**src/rtl/s2qed_fetch_pkg.sv**
```systemverilog
// Shared types and constants for the S2QED dual-core instruction-fetch bridge.
package s2qed_fetch_pkg;

    localparam int unsigned OBI_ADDR_WIDTH = 32;

    typedef enum logic {
        CORE1 = 1'b0,
        CORE2 = 1'b1
    } core_sel_e;

    function automatic core_sel_e other_core(input core_sel_e c);
        return (c == CORE1) ? CORE2 : CORE1;
    endfunction

endpackage

```
**src/rtl/s2qed_route_fifo.sv**
```systemverilog
// In-order FIFO of core identifiers, one entry per granted-but-unanswered fetch.
module s2qed_route_fifo
    import s2qed_fetch_pkg::*;
#(
    parameter int unsigned Depth = 2,
    localparam int unsigned CntW = $clog2(Depth + 1)
) (
    input  logic            clk_i,
    input  logic            rst_ni,
    input  logic            push,
    input  core_sel_e       push_sel,
    input  logic            pop,
    output core_sel_e       head,
    output logic            full,
    output logic            empty,
    output logic [CntW-1:0] count
);

    localparam int unsigned PtrW = (Depth > 1) ? $clog2(Depth) : 1;

    core_sel_e             entries_q [Depth];
    logic [PtrW-1:0]       wr_ptr_q, wr_ptr_d;
    logic [PtrW-1:0]       rd_ptr_q, rd_ptr_d;
    logic [CntW-1:0]       count_q, count_d;
    logic                  do_push, do_pop;

    function automatic logic [PtrW-1:0] ptr_inc(input logic [PtrW-1:0] p);
        return (p == PtrW'(Depth - 1)) ? '0 : p + 1'b1;
    endfunction

    assign full    = (count_q == CntW'(Depth));
    assign empty   = (count_q == '0);
    assign count   = count_q;
    assign head    = entries_q[rd_ptr_q];
    assign do_push = push & ~full;
    assign do_pop  = pop & ~empty;

    always_comb begin
        wr_ptr_d = wr_ptr_q;
        rd_ptr_d = rd_ptr_q;
        count_d  = count_q;
        if (do_push) begin
            wr_ptr_d = ptr_inc(wr_ptr_q);
        end
        if (do_pop) begin
            rd_ptr_d = ptr_inc(rd_ptr_q);
        end
        unique case ({do_push, do_pop})
            2'b10:   count_d = count_q + 1'b1;
            2'b01:   count_d = count_q - 1'b1;
            default: count_d = count_q;
        endcase
    end

    always_ff @(posedge clk_i or negedge rst_ni) begin
        if (!rst_ni) begin
            wr_ptr_q <= '0;
            rd_ptr_q <= '0;
            count_q  <= '0;
            for (int i = 0; i < int'(Depth); i++) begin
                entries_q[i] <= CORE1;
            end
        end else begin
            wr_ptr_q <= wr_ptr_d;
            rd_ptr_q <= rd_ptr_d;
            count_q  <= count_d;
            if (do_push) begin
                entries_q[wr_ptr_q] <= push_sel;
            end
        end
    end

endmodule

```
**src/rtl/s2qed_instr_fetch_bridge.sv**
```systemverilog
// Merges two cores' OBI instruction channels onto one memory port with locked
// round-robin arbitration and in-order response routing.
module s2qed_instr_fetch_bridge
    import s2qed_fetch_pkg::*;
#(
    parameter int unsigned INSTR_RDATA_WIDTH = 32,
    parameter int unsigned MAX_OUTSTANDING   = 2,
    localparam int unsigned OutW = $clog2(MAX_OUTSTANDING + 1)
) (
    input  logic                         clk_i,
    input  logic                         rst_ni,
    input  logic                         instr_req_1_i,
    input  logic [OBI_ADDR_WIDTH-1:0]    instr_addr_1_i,
    output logic                         instr_gnt_1_o,
    output logic                         instr_rvalid_1_o,
    output logic [INSTR_RDATA_WIDTH-1:0] instr_rdata_1_o,
    input  logic                         instr_req_2_i,
    input  logic [OBI_ADDR_WIDTH-1:0]    instr_addr_2_i,
    output logic                         instr_gnt_2_o,
    output logic                         instr_rvalid_2_o,
    output logic [INSTR_RDATA_WIDTH-1:0] instr_rdata_2_o,
    output logic                         mem_req_o,
    output logic [OBI_ADDR_WIDTH-1:0]    mem_addr_o,
    input  logic                         mem_gnt_i,
    input  logic                         mem_rvalid_i,
    input  logic [INSTR_RDATA_WIDTH-1:0] mem_rdata_i,
    output logic [OutW-1:0]              outstanding_o,
    output logic                         err_o
);

    core_sel_e sel;
    core_sel_e last_q, last_d;
    core_sel_e lock_sel_q, lock_sel_d;
    core_sel_e head;
    logic      lock_q, lock_d;
    logic      err_q, err_d;
    logic      sel_req;
    logic      handshake;
    logic      fifo_full, fifo_empty;
    logic      resp_valid;

    s2qed_route_fifo #(
        .Depth(MAX_OUTSTANDING)
    ) u_route_fifo (
        .clk_i   (clk_i),
        .rst_ni  (rst_ni),
        .push    (handshake),
        .push_sel(sel),
        .pop     (mem_rvalid_i),
        .head    (head),
        .full    (fifo_full),
        .empty   (fifo_empty),
        .count   (outstanding_o)
    );

    always_comb begin
        sel = CORE1;
        if (lock_q) begin
            sel = lock_sel_q;
        end else if (instr_req_1_i && instr_req_2_i) begin
            sel = other_core(last_q);
        end else if (instr_req_2_i) begin
            sel = CORE2;
        end
    end

    assign sel_req = (sel == CORE1) ? instr_req_1_i : instr_req_2_i;

    // Gated by rst_ni so every output drops the moment reset is asserted.
    assign mem_req_o  = rst_ni & sel_req & ~fifo_full;
    assign mem_addr_o = !mem_req_o   ? '0 :
                        (sel == CORE1) ? instr_addr_1_i : instr_addr_2_i;
    assign handshake  = mem_req_o & mem_gnt_i;

    assign instr_gnt_1_o = handshake & (sel == CORE1);
    assign instr_gnt_2_o = handshake & (sel == CORE2);

    assign resp_valid       = rst_ni & mem_rvalid_i & ~fifo_empty;
    assign instr_rvalid_1_o = resp_valid & (head == CORE1);
    assign instr_rvalid_2_o = resp_valid & (head == CORE2);
    assign instr_rdata_1_o  = (rst_ni && head == CORE1) ? mem_rdata_i : '0;
    assign instr_rdata_2_o  = (rst_ni && head == CORE2) ? mem_rdata_i : '0;

    assign err_o = err_q;

    always_comb begin
        lock_d     = lock_q;
        lock_sel_d = lock_sel_q;
        last_d     = last_q;
        err_d      = err_q;
        if (handshake) begin
            lock_d = 1'b0;
            last_d = sel;
        end else if (mem_req_o) begin
            lock_d     = 1'b1;
            lock_sel_d = sel;
        end else if (lock_q && !sel_req) begin
            // Locked core withdrew its request before being granted.
            lock_d = 1'b0;
            err_d  = 1'b1;
        end
        if (mem_rvalid_i && fifo_empty) begin
            err_d = 1'b1;
        end
    end

    always_ff @(posedge clk_i or negedge rst_ni) begin
        if (!rst_ni) begin
            lock_q     <= 1'b0;
            lock_sel_q <= CORE1;
            last_q     <= CORE2;
            err_q      <= 1'b0;
        end else begin
            lock_q     <= lock_d;
            lock_sel_q <= lock_sel_d;
            last_q     <= last_d;
            err_q      <= err_d;
        end
    end

endmodule

```
**config.mk**
```make
export PLATFORM = sky130hd
export DESIGN_NAME = s2qed_instr_fetch_bridge
export DESIGN_NICKNAME = d
export VERILOG_FILES = /design/src/rtl/s2qed_fetch_pkg.sv /design/src/rtl/s2qed_route_fifo.sv /design/src/rtl/s2qed_instr_fetch_bridge.sv
export SDC_FILE = /design/constraint.sdc
export NUM_CORES = 1
export LEC_CHECK = 0
export CORE_AREA = 2 2 80 82
export DETAILED_ROUTE_END_ITERATION = 8
export DIE_AREA = 0 0 82 84
export PLACE_DENSITY = 0.82
export SLEW_MARGIN = 20
export SYNTH_ARGS = -nofsm -noshare
export SYNTH_HDL_FRONTEND = slang
export SYNTH_SLANG_ARGS = --single-unit
```
**constraint.sdc**
```tcl
create_clock -name clk_i -period 2.7 [get_ports clk_i]
set_input_delay 0.675 -clock clk_i [delete_from_list [all_inputs] [get_ports clk_i]]
set_output_delay 0.675 -clock clk_i [all_outputs]
set_load 0.05 [all_outputs]
```
==> results.py, run 1 <==
metrics = {
    "place": {
        "port_buffers": 205,
        "dp_hpwl_mm": 6.89,
        "place_area_mm2": 0.00469,
        "gp_congestion": 0.797,
        "dp.cells": 478,
        "preCtsSetupSlack_ns": -0.433,
    },
    "pwr": {
        "p_leak_nw": 2.23,
        "vdd_drop_max_mv": 0.675,
        "power.density_mw_per_mm2": 959,
        "power_mw": 4.79,
    },
    "floorplan": {
        "num_rows": 29,
        "die_x_um": 82,
        "die_h_um": 84,
        "fp.coreArea_mm2": 0.00610,
        "io_pins": 206,
        "dieArea_mm2": 0.00689,
        "initial_core_util_pct": 24.2,
    },
    "clocking": {
        "clock_path_buffers": 2,
        "worstSkewPairLatency_ns": 0.25,
        "cts-buffers-inserted": 3,
        "clock_sinks": 10,
        "cts_tree": "yes",
        "cts_root_buf": "clkbuf_8",
        "clkSlewWorstSetupHoldPaths_ns": 0.05,
        "h-tree-depth": 1,
    },
    "yosys": {
        "synth-compound-area-share_pct": 9.06,
        "synth.area.top_cells": "mux2i_1 (22%), dfrtp_1 (15%), and3_1 (14%)",
        "synth_seq_cells": 10,
        "post_synth.cell_area_avg_um2": 7.50,
        "syn_inst": 197,
        "yosysTopAreaCell": "mux2i_1",
        "synth_nets": 300,
        "ys_types": 28,
        "synth_top_area_share_pct": 22.4,
        "synth_area_mm2": 0.00148,
        "synth-simple-area-share_pct": 40.3,
        "post_synth_fa_ha_maj_area_fraction_pct": 0.847,
        "yosysSeqAreaShare_pct": 17.0,
        "synthMuxAreaShare_pct": 22.4,
        "yosysWarnings": 0,
        "synth_top_family_by_area": "simple AND/OR/NAND/NOR gates",
        "synthXorXnorAreaFrac_pct": 2.96,
    },
    "setup_path": {
        "reg2reg_to": "u_route_fifo.count[1]",
        "cp-start-kind": "input pin",
        "worstPathMaxFanout": 9,
        "crit_start": "instr_req_2_i",
        "rrSetupSlack_ns": 0.68,
        "r2r_start": "lock_q",
        "critPathCaptureType": "output port",
        "slowest_delay_ns": 0.29,
        "crit_chain": "buf_6, nor2b_4, a22oi_2, buf_6, buf_6, buf_12, mux2i_1, nor2_1, buf_12",
        "slowest_stage": "mux2i_1",
        "criticalPathCategory": "input pin to output port",
        "arrival_ns": 2.00,
        "r2r_cells": 8,
        "cpMostUsedCell": "buf_6",
        "cp.required_ns": 2.03,
    },
    "sta": {
        "finClkSkew_ns": 0.00938,
        "worst_slew_pin_slew_ns": 0.511,
        "layout_setup_ws_ns": 0.0290,
        "max_freq_ghz": 0.374,
        "setup_viol": 0,
        "maxSlewViolCount": 0,
        "slew_headroom_pct": 65.9,
        "hold_violations": 0,
        "min_period_ns": 2.67,
        "finalSetupTns_ns": 0,
        "timing.hold.ws_ns": 0.503,
        "rsz0062_at_grt": "true",
        "period_share_pct": 98.9,
    },
    "hold_path": {
        "holdCritPathClass": "register to register",
        "min_from": "err_o",
        "hold_depth": 1,
        "min_to": "err_o",
    },
    "grt": {
        "grt_pass1_wl_mm": 13.3,
        "gr-usage-met1_pct": 24.7,
        "grt_max_degree": 36,
        "met2_usage_pct": 49.1,
        "busiest_layer": "met2",
        "grt_pass1_vias": 2468,
        "antenna_found_initial": 0,
        "grt_usage_pct": 25.1,
        "met3_usage_pct": 6.39,
        "overflow": 0,
    },
    "final_layout": {
        "area_growth_pct": 238,
        "final_cell_mix": "buf_12 (105), clkdlybuf4s50_1 (101), and3_1 (34), and2_1 (33), mux2i_1 (24)",
        "instances_no_fill": 492,
        "layout_commonest_cell": "buf_12",
        "nNetsFinal": 519,
        "final_util_pct": 82.0,
        "drive_above_1_share_pct": 39.3,
        "n_antenna_cell": 0,
        "final_cell_area_mm2": 0.00500,
    },
    "detailed_routing": {
        "wl_mm": 8.69,
        "drc": 0,
        "vias": 2353,
        "dr.pass1.iters": 4,
        "post_drt_wl_per_cell_um": 17.7,
        "drt_iter0_markers": 123,
        "vias_per_cell": 4.78,
        "ant_nets": 0,
    },
    "flow_run": {
        "cap_violations": 0,
    },
    "status": {
        "status": "completed",
    },
}
## cell type report
type | count | area, um^2
multi-input combinational | 167 | 1220
inverter | 3 | 11.3
tap | 77 | 96.3
timing repair buffer | 231 | 3370
clock buffer | 4 | 45.0
sequential | 10 | 251
fill | 337 | 1100
## state kept, by name, indices dropped and copies added, names as in the netlist
signal and flops:
u_route_fifo.rd_ptr_q 1, last_q 1, u_route_fifo.count 2, err_o 1, u_route_fifo.wr_ptr_q 1, lock_sel_q 1, lock_q 1, u_route_fifo.entries_q 2
## cell families (layout without fill, tap and decap cells)
family	after synthesis	after routing
mux	33	33
xor+xnor	5	5
buf+inv	20	238
fa+ha+maj	1	1
flops	10	10
compound gates	17	17
simple gates	111	111
## metal layers
| layer | part of all wire (%) | vias to the layer above | routed length, um |
|---|---|---|---|
| li1 | - | 1119 | - |
| met1 | 32 | 1069 | 2760 |
| met2 | 58 | 146 | 5000 |
| met3 | 8.0 | 19 | 695 |
| met4 | 2.6 | 0 | 230 |
| met5 | 0 | - | 0 |
## synth_stat cells
cell type   n
clkbuf_1   10
ha_1        1
o31ai_1     4
dfrtp_1     9
mux2i_1    33
a2bb2oi_2   1
o21a_1      1
a31oi_1     4
buf_2       4
inv_1       2
buf_6       1
nor2b_1     3
and2_1     33
o2bb2ai_1   1
a211oi_1    1
nand2_1     2
and3_1     34
a22oi_2     1
o21ai_0     2
xnor2_1     5
a221o_1     1
dfstp_2     1
inv_2       1
nand3_1     1
a21boi_1    1
buf_8       2
nor2_1     37
nand2_2     1
## how the worst max path moves through the flow
stage | to | cells after the start
final | mem_addr_o[26] | 9
after global routing | mem_addr_o[26] | 9
after CTS | mem_addr_o[20] | 10
after detailed placement | mem_addr_o[27] | 7
after global placement | mem_addr_o[27] | 7
after floorplan | mem_addr_o[10] | 5
## where the power goes
| group | switching [mW] | leakage, nW | internal (mW) | total, mW |
|---|---|---|---|---|
| registers | 0.0886 | 0.116 | 0.224 | 0.312 |
| logic | 2.26 | 2.09 | 2.06 | 4.31 |
| clock network | 0.0647 | 0.0228 | 0.104 | 0.169 |
## what timing repair did
| action | CTS | global route |
|---|---|---|
| gates resized for setup | 27 | 19 |
| endpoints found under the setup margin | 36 | 33 |
| hold endpoints to repair | 0 | 0 |
| cloned | 4 | 0 |
| hold buffers | 0 | 0 |
| setup buffers | 6 | 1 |
| pin swaps | 11 | 2 |
## worst max-delay path, delay by kind of cell
family	cells	cell delay [ns]
buffers and inverters	5	0.61
multiplexers	1	0.29
AO/OA/AOI/OAI	1	0.16
AND/OR/NAND/NOR	2	0.23
Power figures use the tool's default switching activity.
==> run 2: changes to the inputs <==
--- a/config.mk
+++ b/config.mk
@@ -6,6 +6,7 @@
 export NUM_CORES = 1
 export LEC_CHECK = 0
 export CORE_AREA = 2 2 80 82
+export CTS_CLUSTER_DIAMETER = 40
 export DETAILED_ROUTE_END_ITERATION = 8
 export DIE_AREA = 0 0 82 84
 export PLACE_DENSITY = 0.82
==> results of run 2 <==
No change in the layout: final DEF, timing and power equal those of run 1.
